===== src/rtl/egress_packet_arbiter.sv =====
// Packet-granular round-robin arbiter: merges NUM_PORTS store-and-forward egress
// buffers onto one Avalon-ST egress with a single registered output stage.
// A granted packet runs to its eop before the next arbitration decision.
module egress_packet_arbiter #(
    parameter int unsigned NUM_PORTS   = 4,
    parameter int unsigned DATA_WIDTH  = 64,
    parameter int unsigned EMPTY_WIDTH = 3,
    localparam int unsigned GW         = $clog2(NUM_PORTS)
) (
    input  logic                             clk,
    input  logic                             reset,
    input  logic [NUM_PORTS-1:0]             in_req,
    input  logic [NUM_PORTS-1:0]             in_valid,
    input  logic [NUM_PORTS-1:0]             in_sop,
    input  logic [NUM_PORTS-1:0]             in_eop,
    input  logic [NUM_PORTS*DATA_WIDTH-1:0]  in_data,
    input  logic [NUM_PORTS*EMPTY_WIDTH-1:0] in_empty,
    input  logic [NUM_PORTS-1:0]             in_error,
    output logic [NUM_PORTS-1:0]             in_ready,
    output logic                             o_valid,
    output logic                             o_sop,
    output logic                             o_eop,
    output logic                             o_error,
    output logic [DATA_WIDTH-1:0]            o_data,
    output logic [EMPTY_WIDTH-1:0]           o_empty,
    input  logic                             o_ready,
    output logic [GW-1:0]                    o_grant,
    output logic                             o_busy,
    output logic                             o_proto_err
);

    localparam logic [0:0] ST_IDLE = 1'b0;
    localparam logic [0:0] ST_XFER = 1'b1;

    typedef struct packed {
        logic                   sop;
        logic                   eop;
        logic                   error;
        logic [DATA_WIDTH-1:0]  data;
        logic [EMPTY_WIDTH-1:0] empty;
    } beat_t;

    logic [0:0]    state_q, state_d;
    logic [GW-1:0] grant_q, grant_d;
    logic [GW-1:0] rr_last_q, rr_last_d;
    logic          first_beat_q, first_beat_d;
    logic          valid_q, valid_d;
    beat_t         beat_q, beat_d;
    logic          proto_err_q, proto_err_d;

    beat_t         sel_beat;
    logic [GW-1:0] pick;
    logic          found;
    logic          out_free;
    logic          accept;
    int unsigned   idx;

    // Select the beat fields presented by the currently granted port
    always_comb begin
        sel_beat.sop   = in_sop[grant_q];
        sel_beat.eop   = in_eop[grant_q];
        sel_beat.error = in_error[grant_q];
        sel_beat.data  = in_data[32'(grant_q)*DATA_WIDTH +: DATA_WIDTH];
        sel_beat.empty = in_empty[32'(grant_q)*EMPTY_WIDTH +: EMPTY_WIDTH];
    end

    // Round-robin scan starting just after the last port that completed a packet
    always_comb begin
        pick  = grant_q;
        found = 1'b0;
        idx   = 0;
        for (int unsigned i = 1; i <= NUM_PORTS; i++) begin
            idx = (32'(rr_last_q) + i) % NUM_PORTS;
            if (!found && in_req[idx]) begin
                found = 1'b1;
                pick  = GW'(idx);
            end
        end
    end

    // Output register is free when empty or draining this cycle
    assign out_free = !valid_q || o_ready;

    // Next-state, ready generation and output-stage load
    always_comb begin
        state_d      = state_q;
        grant_d      = grant_q;
        rr_last_d    = rr_last_q;
        first_beat_d = first_beat_q;
        valid_d      = valid_q;
        beat_d       = beat_q;
        proto_err_d  = proto_err_q;
        in_ready     = '0;
        accept       = 1'b0;

        case (state_q)
            ST_IDLE: begin
                if (found) begin
                    grant_d      = pick;
                    first_beat_d = 1'b1;
                    state_d      = ST_XFER;
                end
            end
            ST_XFER: begin
                in_ready[grant_q] = out_free;
                accept            = in_valid[grant_q] && out_free;
                if (accept) begin
                    first_beat_d = 1'b0;
                    // sop must appear on the first beat of a grant and nowhere else
                    if (first_beat_q != sel_beat.sop) begin
                        proto_err_d = 1'b1;
                    end
                    if (sel_beat.eop) begin
                        rr_last_d = grant_q;
                        state_d   = ST_IDLE;
                    end
                end
            end
            default: begin
                state_d = ST_IDLE;
            end
        endcase

        if (accept) begin
            valid_d = 1'b1;
            beat_d  = sel_beat;
        end else if (o_ready) begin
            valid_d = 1'b0;
        end
    end

    // State and output registers
    always_ff @(posedge clk or posedge reset) begin
        if (reset) begin
            state_q      <= ST_IDLE;
            grant_q      <= '0;
            rr_last_q    <= GW'(NUM_PORTS - 1);
            first_beat_q <= 1'b0;
            valid_q      <= 1'b0;
            beat_q       <= '0;
            proto_err_q  <= 1'b0;
        end else begin
            state_q      <= state_d;
            grant_q      <= grant_d;
            rr_last_q    <= rr_last_d;
            first_beat_q <= first_beat_d;
            valid_q      <= valid_d;
            beat_q       <= beat_d;
            proto_err_q  <= proto_err_d;
        end
    end

    assign o_valid     = valid_q;
    assign o_sop       = beat_q.sop;
    assign o_eop       = beat_q.eop;
    assign o_error     = beat_q.error;
    assign o_data      = beat_q.data;
    assign o_empty     = beat_q.empty;
    assign o_grant     = grant_q;
    assign o_busy      = (state_q == ST_XFER);
    assign o_proto_err = proto_err_q;

endmodule


===== config.mk =====
export PLATFORM = sky130hd
export DESIGN_NAME = egress_packet_arbiter
export DESIGN_NICKNAME = d
export VERILOG_FILES = /design/src/rtl/egress_packet_arbiter.sv
export SDC_FILE = /design/constraint.sdc
export NUM_CORES = 1
export LEC_CHECK = 0
export ABC_CLOCK_PERIOD_IN_PS = 7450
export CELL_PAD_IN_SITES_DETAIL_PLACEMENT = 1
export CELL_PAD_IN_SITES_GLOBAL_PLACEMENT = 1
export CORE_MARGIN = 8
export CORE_UTILIZATION = 28
export CTS_CLUSTER_SIZE = 16
export DETAILED_ROUTE_END_ITERATION = 10
export MAX_ROUTING_LAYER = met4
export PLACE_DENSITY_LB_ADDON = 0.1
export SETUP_SLACK_MARGIN = 0.5
export SYNTH_ARGS = -nofsm -noshare
export SYNTH_HDL_FRONTEND = slang
export SYNTH_SLANG_ARGS = --single-unit

===== constraint.sdc =====
create_clock -name clk -period 7.45 [get_ports clk]
set_clock_uncertainty 0.1 [all_clocks]
set_input_delay 1.49 -clock clk [delete_from_list [all_inputs] [get_ports clk]]
set_output_delay 1.49 -clock clk [all_outputs]
set_load 0.05 [all_outputs]

==> run_results.csv <==
group,metric,value,unit
detailed_routing,via_per_inst,4.89,
worst_setup_path,cp_cell_sequence,"clkdlybuf4s50_1, nand2b_1, nand2_1, nor3_1, clkdlybuf4s50_1",
synthesis,synth_xor_area_frac,0.00179,
timing,grt_setup_unrepaired,"false",
worst_setup_path,crit_required,5.86,ns
synthesis,synth_fa_ha_area_frac,0,
synthesis,synthSimpleGateAreaFrac,0.0266,
synthesis,yosysSeqAreaShare,0.400,
final_layout,nNetsFinal,936,
timing,min_period_over_period,0.665,
detailed_routing,drc,0,
cts,cts_htree_levels,3,
place,place_inst,859,
die,core,17200,um2
worst_setup_path,start_kind,"primary input",
timing,fmax,0.202,GHz
detailed_routing,wl_per_cell,24.4,um
synthesis,synth_top_area_cell,"dfrtp_1",
global_route,grt_max_degree,79,
global_route,first_global_vias,5015,
worst_setup_path,slowest_stage,"clkdlybuf4s50_1",
cts,cts-resized-gates,0,
synthesis,netlist_instances,286,
worst_setup_path,crit_arrival,3.37,ns
worst_setup_path,max_stage_delay,0.85,ns
synthesis,synth_mux_area_frac,0.510,
worst_setup_path,critPathMaxFanout,5,
timing,fin_ws,2.49,ns
synthesis,synth-compound-area-share,0.0228,
worst_hold_path,hp-class,"reg2reg",
cts,cts_tree,"yes",
power,power_density,432,nW/um2
detailed_routing,vias,4275,
cts,clock_path_buffers,2,
timing,setup_violations,0,
detailed_routing,routed_wl,21300,um
final_layout,area_growth_syn_to_layout,85.0,%
die,die_h,148,um
synthesis,yosysWarnings,0,
cts,worstSkewPairLatency,0.34,ns
timing,min_period,4.96,ns
cts,cts_setup_buffers,0,
place,gp_congestion,0.810,
die,start_util,0.285,
worst_setup_path,crit_buf_inv,2,
place,port-buffer-count,369,
final_layout,final_util,0.526,
synthesis,synth-edff-count,0,
detailed_routing,firstDrtPassIters,4,
synthesis,synth_flop_cell,"dfrtp_1",
final_layout,drive_above_1_share,0.223,
die,io_pins,370,
synthesis,yosys.area.top_type_share,0.389,
synthesis,synth_area,4890,um2
global_route,grt_overflow,0,
detailed_routing,drt_iter0_markers,128,
die,rows,48,
synthesis,synth_area_per_cell,17.1,um2
die,die_w,148,um
worst_setup_path,cp-end-kind,"primary output",
global_route,grt_usage,0.197,
detailed_routing,postRouteAntennaNets,0,
timing,slew_viol_final,0,
worst_setup_path,path_delay_family,"buffers and inverters",
synthesis,netlist-cell-type-count,34,
cts,cts_hold_buf,0,
die,dieArea,21900,um2
synthesis,ys_async_sr_fraction,1.00,
final_layout,stdcell_count,875,
job,drv_cap,0,
global_route,antenna_found_initial,1,
synthesis,synth_nets,577,
synthesis,synth_top_family_by_area,"multiplexers",
cts,clkSinkCount,78,
status,outcome,"finished clean",
cts,root_buffer,"clkbuf_16",
global_route,grt_pass1_wl,31700,um
timing,tns,0,ns
worst_setup_path,cpMostUsedCell,"clkdlybuf4s50_1",
place,pre_cts_slack,2.50,ns
timing,worst_slew_pin_slew,1.08,ns
place,post-dp-hpwl,17300,um
power,p_leak,3.50,nW
cts,clk_pin_slew,0.06,ns
synthesis,synth.area.top_cells,"dfrtp_1 (39%), mux4_2 (33%), mux2_4 (7.7%)",
timing,hold_viol,0,
cts,cts_buffers,9,
power,peakVddDrop,0.000226,V
synthesis,ys_ff_latch,78,
worst_setup_path,critPathKind,"in2out",
timing,slew_headroom,0.277,
-- worst paths after layout --
path | to | cells past startpoint | from | slack [ns]
max | in_ready[0] | 5 | o_ready | 2.49
min in group asynchronous | o_data[44]$_DFFE_PP0P_ | 3 | reset | 1.69
max in group asynchronous | o_grant[0]$_DFFE_PP0P_ | 3 | reset | 4.80
min reg2reg | o_proto_err$_DFFE_PP0P_ | 1 | o_proto_err$_DFFE_PP0P_ | 0.38
max reg2reg | o_data[57]$_DFFE_PP0P_ | 5 | o_grant[0]$_DFFE_PP0P_ | 3.50
min | o_proto_err$_DFFE_PP0P_ | 1 | o_proto_err$_DFFE_PP0P_ | 0.38
-- per-stage QoR --
step	cell area, um2	power, mW	hold slack [ns]
3_3_place_gp	8710	3.42	0.362
2_1_floorplan	4890	2.65	0.371
6_report	9040	3.90	0.380
4_1_cts	9040	3.97	0.387
5_1_grt	9040	4.10	0.399
3_5_place_dp	8710	3.47	0.370
-- routing by layer --
metal  global-route usage  vias to the layer above  part of all wire
met5                    -                        -                 0
met4               0.0673                        0             0.021
met3               0.0608                       26             0.076
met2                0.359                      201              0.55
met1                0.196                     2165              0.35
li1                     -                     1883                 -
-- area by class of cell --
type / count / area [um2]
Fill cell: 1719 / 8140
Clock inverter: 3 / 67.6
Sequential cell: 78 / 1960
Tap cell: 225 / 282
Antenna cell: 1 / 2.50
Clock buffer: 12 / 256
Timing Repair Buffer: 372 / 3720
Multi-Input combinational cell: 181 / 2740
Inverter: 3 / 12.5
-- registers in the layout, indices dropped and copies added (netlist names) --
name          flops
o_eop             1
o_proto_err       1
o_data           64
o_grant           2
rr_last_q         2
o_busy            1
first_beat_q      1
o_sop             1
o_valid           1
o_empty           3
o_error           1
-- report_power, final --
group / switching (mW) / total [mW] / internal (mW)
sequential: 0.227 / 0.885 / 0.658
clock: 0.172 / 0.482 / 0.310
combinational: 1.35 / 2.54 / 1.19
total: 1.75 / 3.90 / 2.16
-- cells in the final DEF, fill, tap and decap left out, types with 2 or more instances in the layout --
cell type,instances
nand2b_1,3
o21ai_0,2
inv_1,2
nand2_1,3
a21o_1,2
nor3_1,2
nor2_1,6
buf_4,3
nor2b_1,3
mux4_2,71
dfrtp_1,74
clkbuf_16,9
mux2_1,21
a21boi_0,2
o21bai_1,4
bufinv_16,2
mux2_2,25
dfstp_2,2
clkbuf_8,2
clkdlybuf4s50_1,369
mux2_4,25
dfrtp_4,2
-- Yosys cell counts, types with 4 or more instances --
| cell | count |
|---|---|
| dfrtp_1 | 76 |
| mux4_2 | 71 |
| mux2_2 | 25 |
| mux2_4 | 25 |
| mux2_1 | 21 |
| clkbuf_1 | 7 |
| buf_2 | 6 |
| buf_6 | 6 |
| nor2_1 | 6 |
| o21bai_1 | 4 |
-- logic make-up (layout without fill, tap and decap cells) --
logic type / after synthesis / in the layout
buffers and inverters: 27 / 390
other: 0 / 1
xor gates and xnor gates: 1 / 1
and+or+nand+nor: 23 / 23
DFF: 78 / 78
muxes: 142 / 142
AOI/OAI and AO/OA: 15 / 15
Power figures use the tool's default switching activity.
==> RTL change: new RTL, same settings <==
Set the parameter `EMPTY_WIDTH` to 6 (it was 3).
--- a/src/rtl/egress_packet_arbiter.sv
+++ b/src/rtl/egress_packet_arbiter.sv
@@ -6,3 +6,3 @@
     parameter int unsigned DATA_WIDTH  = 64,
-    parameter int unsigned EMPTY_WIDTH = 3,
+    parameter int unsigned EMPTY_WIDTH = 6,
     localparam int unsigned GW         = $clog2(NUM_PORTS)
Ports: changed (resized in_empty and o_empty); port bits go from 370 to 385. The function was not compared with the original's and may differ.
==> RTL change against the unedited design <==
Global-route usage increased by 0.63 points; critical path type unchanged; core utilization grew 0.93 points; synthesized cell count up 3.5%; sequential cell count rose by 3; highest routed layer unchanged; setup slack improved by 0.065 ns; critical path depth unchanged; final area up 2.5%; area after synthesis grew 1.2%; power increased by 0.85%; wire length rose by 4.7%.
==> RTL change: results (changes against the unedited design) <==
Iter 0 DRT Violations=139 (+8.6%); syn avg cell area=16.7 sq um (-2.2%); status=finished clean; Hold Startpoint=o_data[48]; number of unique standard cell types used by synthesis=31 (-8.8%); vias in the first global route=5210 (+3.9%); FF-to-FF setup slack=3.56 ns (+0.06 ns); GR Util met3=5.92% (-0.16 points); met1 usage=21.4% (+1.8 points); leakage=3.51 nW (about the same); Pint=0.00215 W (-0.31%); worst r2r path cells=4 (-1); Worst Hold Path EP=o_data[48]; Total Routing Usage GR=20.3% (+0.63 points); DR WL/cell=24.8 microns (+1.8%); antenna violations before repair=2 (+1); Area contributors post-synth=dfrtp_1, mux4_2, mux2_2; Worst slew margin=24.8% (-2.9 points); Detailed Place HPWL=18.3 mm (+5.7%); met2 usage=35.6% (-0.26 points); CP arrival=3.30 ns (-0.07 ns); VDD IR max=0.251 mV (+11%); placed cell count=881 (+2.6%); root buf cell=clkbuf_16; Critical-path top delay cell=clkdlybuf4s50_1; sequential fraction of the synthesis area=41.0% (+1.0 points); via/cell ratio=4.93 (+0.84%); top cells by count, synth=dfrtp_1, mux4_2, mux2_2; Post-Route WL=22.3 mm (+4.7%); synthesized net count=599 (+3.8%); pin count of the biggest net entering global routing=82 (+3.8%); proportion of layout cells with a drive suffix above 1=19.9% (-2.4 points); global-route wire length before repair=32.7 mm (+3.2%); Buffers on Ports=384 (+4.1%); GPL Wtd Cong=0.812 (+0.26%); nets=970 (+3.6%)
[RTL change: cell types whose count changed after synthesis, sizes merged, moves of 2 or more]
cell,delta
a21boi,-2
buf,+2
dfrtp,+3
mux4,+3
mux2,+3
[RTL change: layer usage]
metal	vias to the layer above	routed length (microns)
met2	232	11900
met3	33	1610
li1	1943	-
met4	0	626
met1	2226	8190
met5	-	0
[RTL change: worst reg2reg max path: cells and delay by family (launching register included)]
family | cells | cell delay [ns]
simple gates | 1 | 0.79
buf+inv | 1 | 0.71
mux | 2 | 1.22
flops | 1 | 0.95
[RTL change: final cells by class]
cell class              instances  area [sq um]
clock buffers                  14           264
well taps                     225           282
inverters                       3          12.5
multi-input cells             186          2740
clock inverters                 2          60.1
diodes                          3          7.51
fillers                      1740          8030
flip-flops and latches         81          2040
repair buffers                386          3860
[RTL change: metrics by stage]
step / setup WS (ns) / area [sq um] / hold WS (ns) / utilization (%)
after floorplan: 3.04 / 4950 / 0.371 / -
after global placement: 2.58 / 8930 / 0.362 / 51.6
after detailed placement: 2.56 / 8930 / 0.383 / 51.6
after CTS: 2.54 / 9260 / 0.396 / 53.5
after global routing: 2.46 / 9260 / 0.413 / 53.6
final: 2.56 / 9270 / 0.391 / 53.6
[RTL change: how the worst max path moves through the flow]
stage | from | endpoint
global route | o_ready | in_ready[1]
finish | o_ready | in_ready[1]
floorplan | o_ready | in_ready[0]
CTS | o_ready | in_ready[1]
detailed placement | o_ready | in_ready[1]
global placement | o_ready | in_ready[1]
[RTL change: cell families after synthesis]
| family | after synthesis | synth area share [%] |
|---|---|---|
| muxes | 148 | 50.5 |
| and+or+nand+nor | 22 | 2.40 |
| DFF | 81 | 41.0 |
| xor gates and xnor gates | 1 | 0.177 |
| buffers and inverters | 29 | 3.69 |
| AOI/OAI and AO/OA | 15 | 2.20 |
[RTL change: power groups by stage]
stage / Clock (W) / Sequential, W / Combinational [W]
floorplan: 0 / 0.00156 / 0.00107
global placement: 0 / 0.000934 / 0.00252
detailed placement: 0 / 0.000959 / 0.00255
CTS: 0.000498 / 0.000952 / 0.00256
global route: 0.000516 / 0.000990 / 0.00264
finish: 0.000481 / 0.000939 / 0.00252
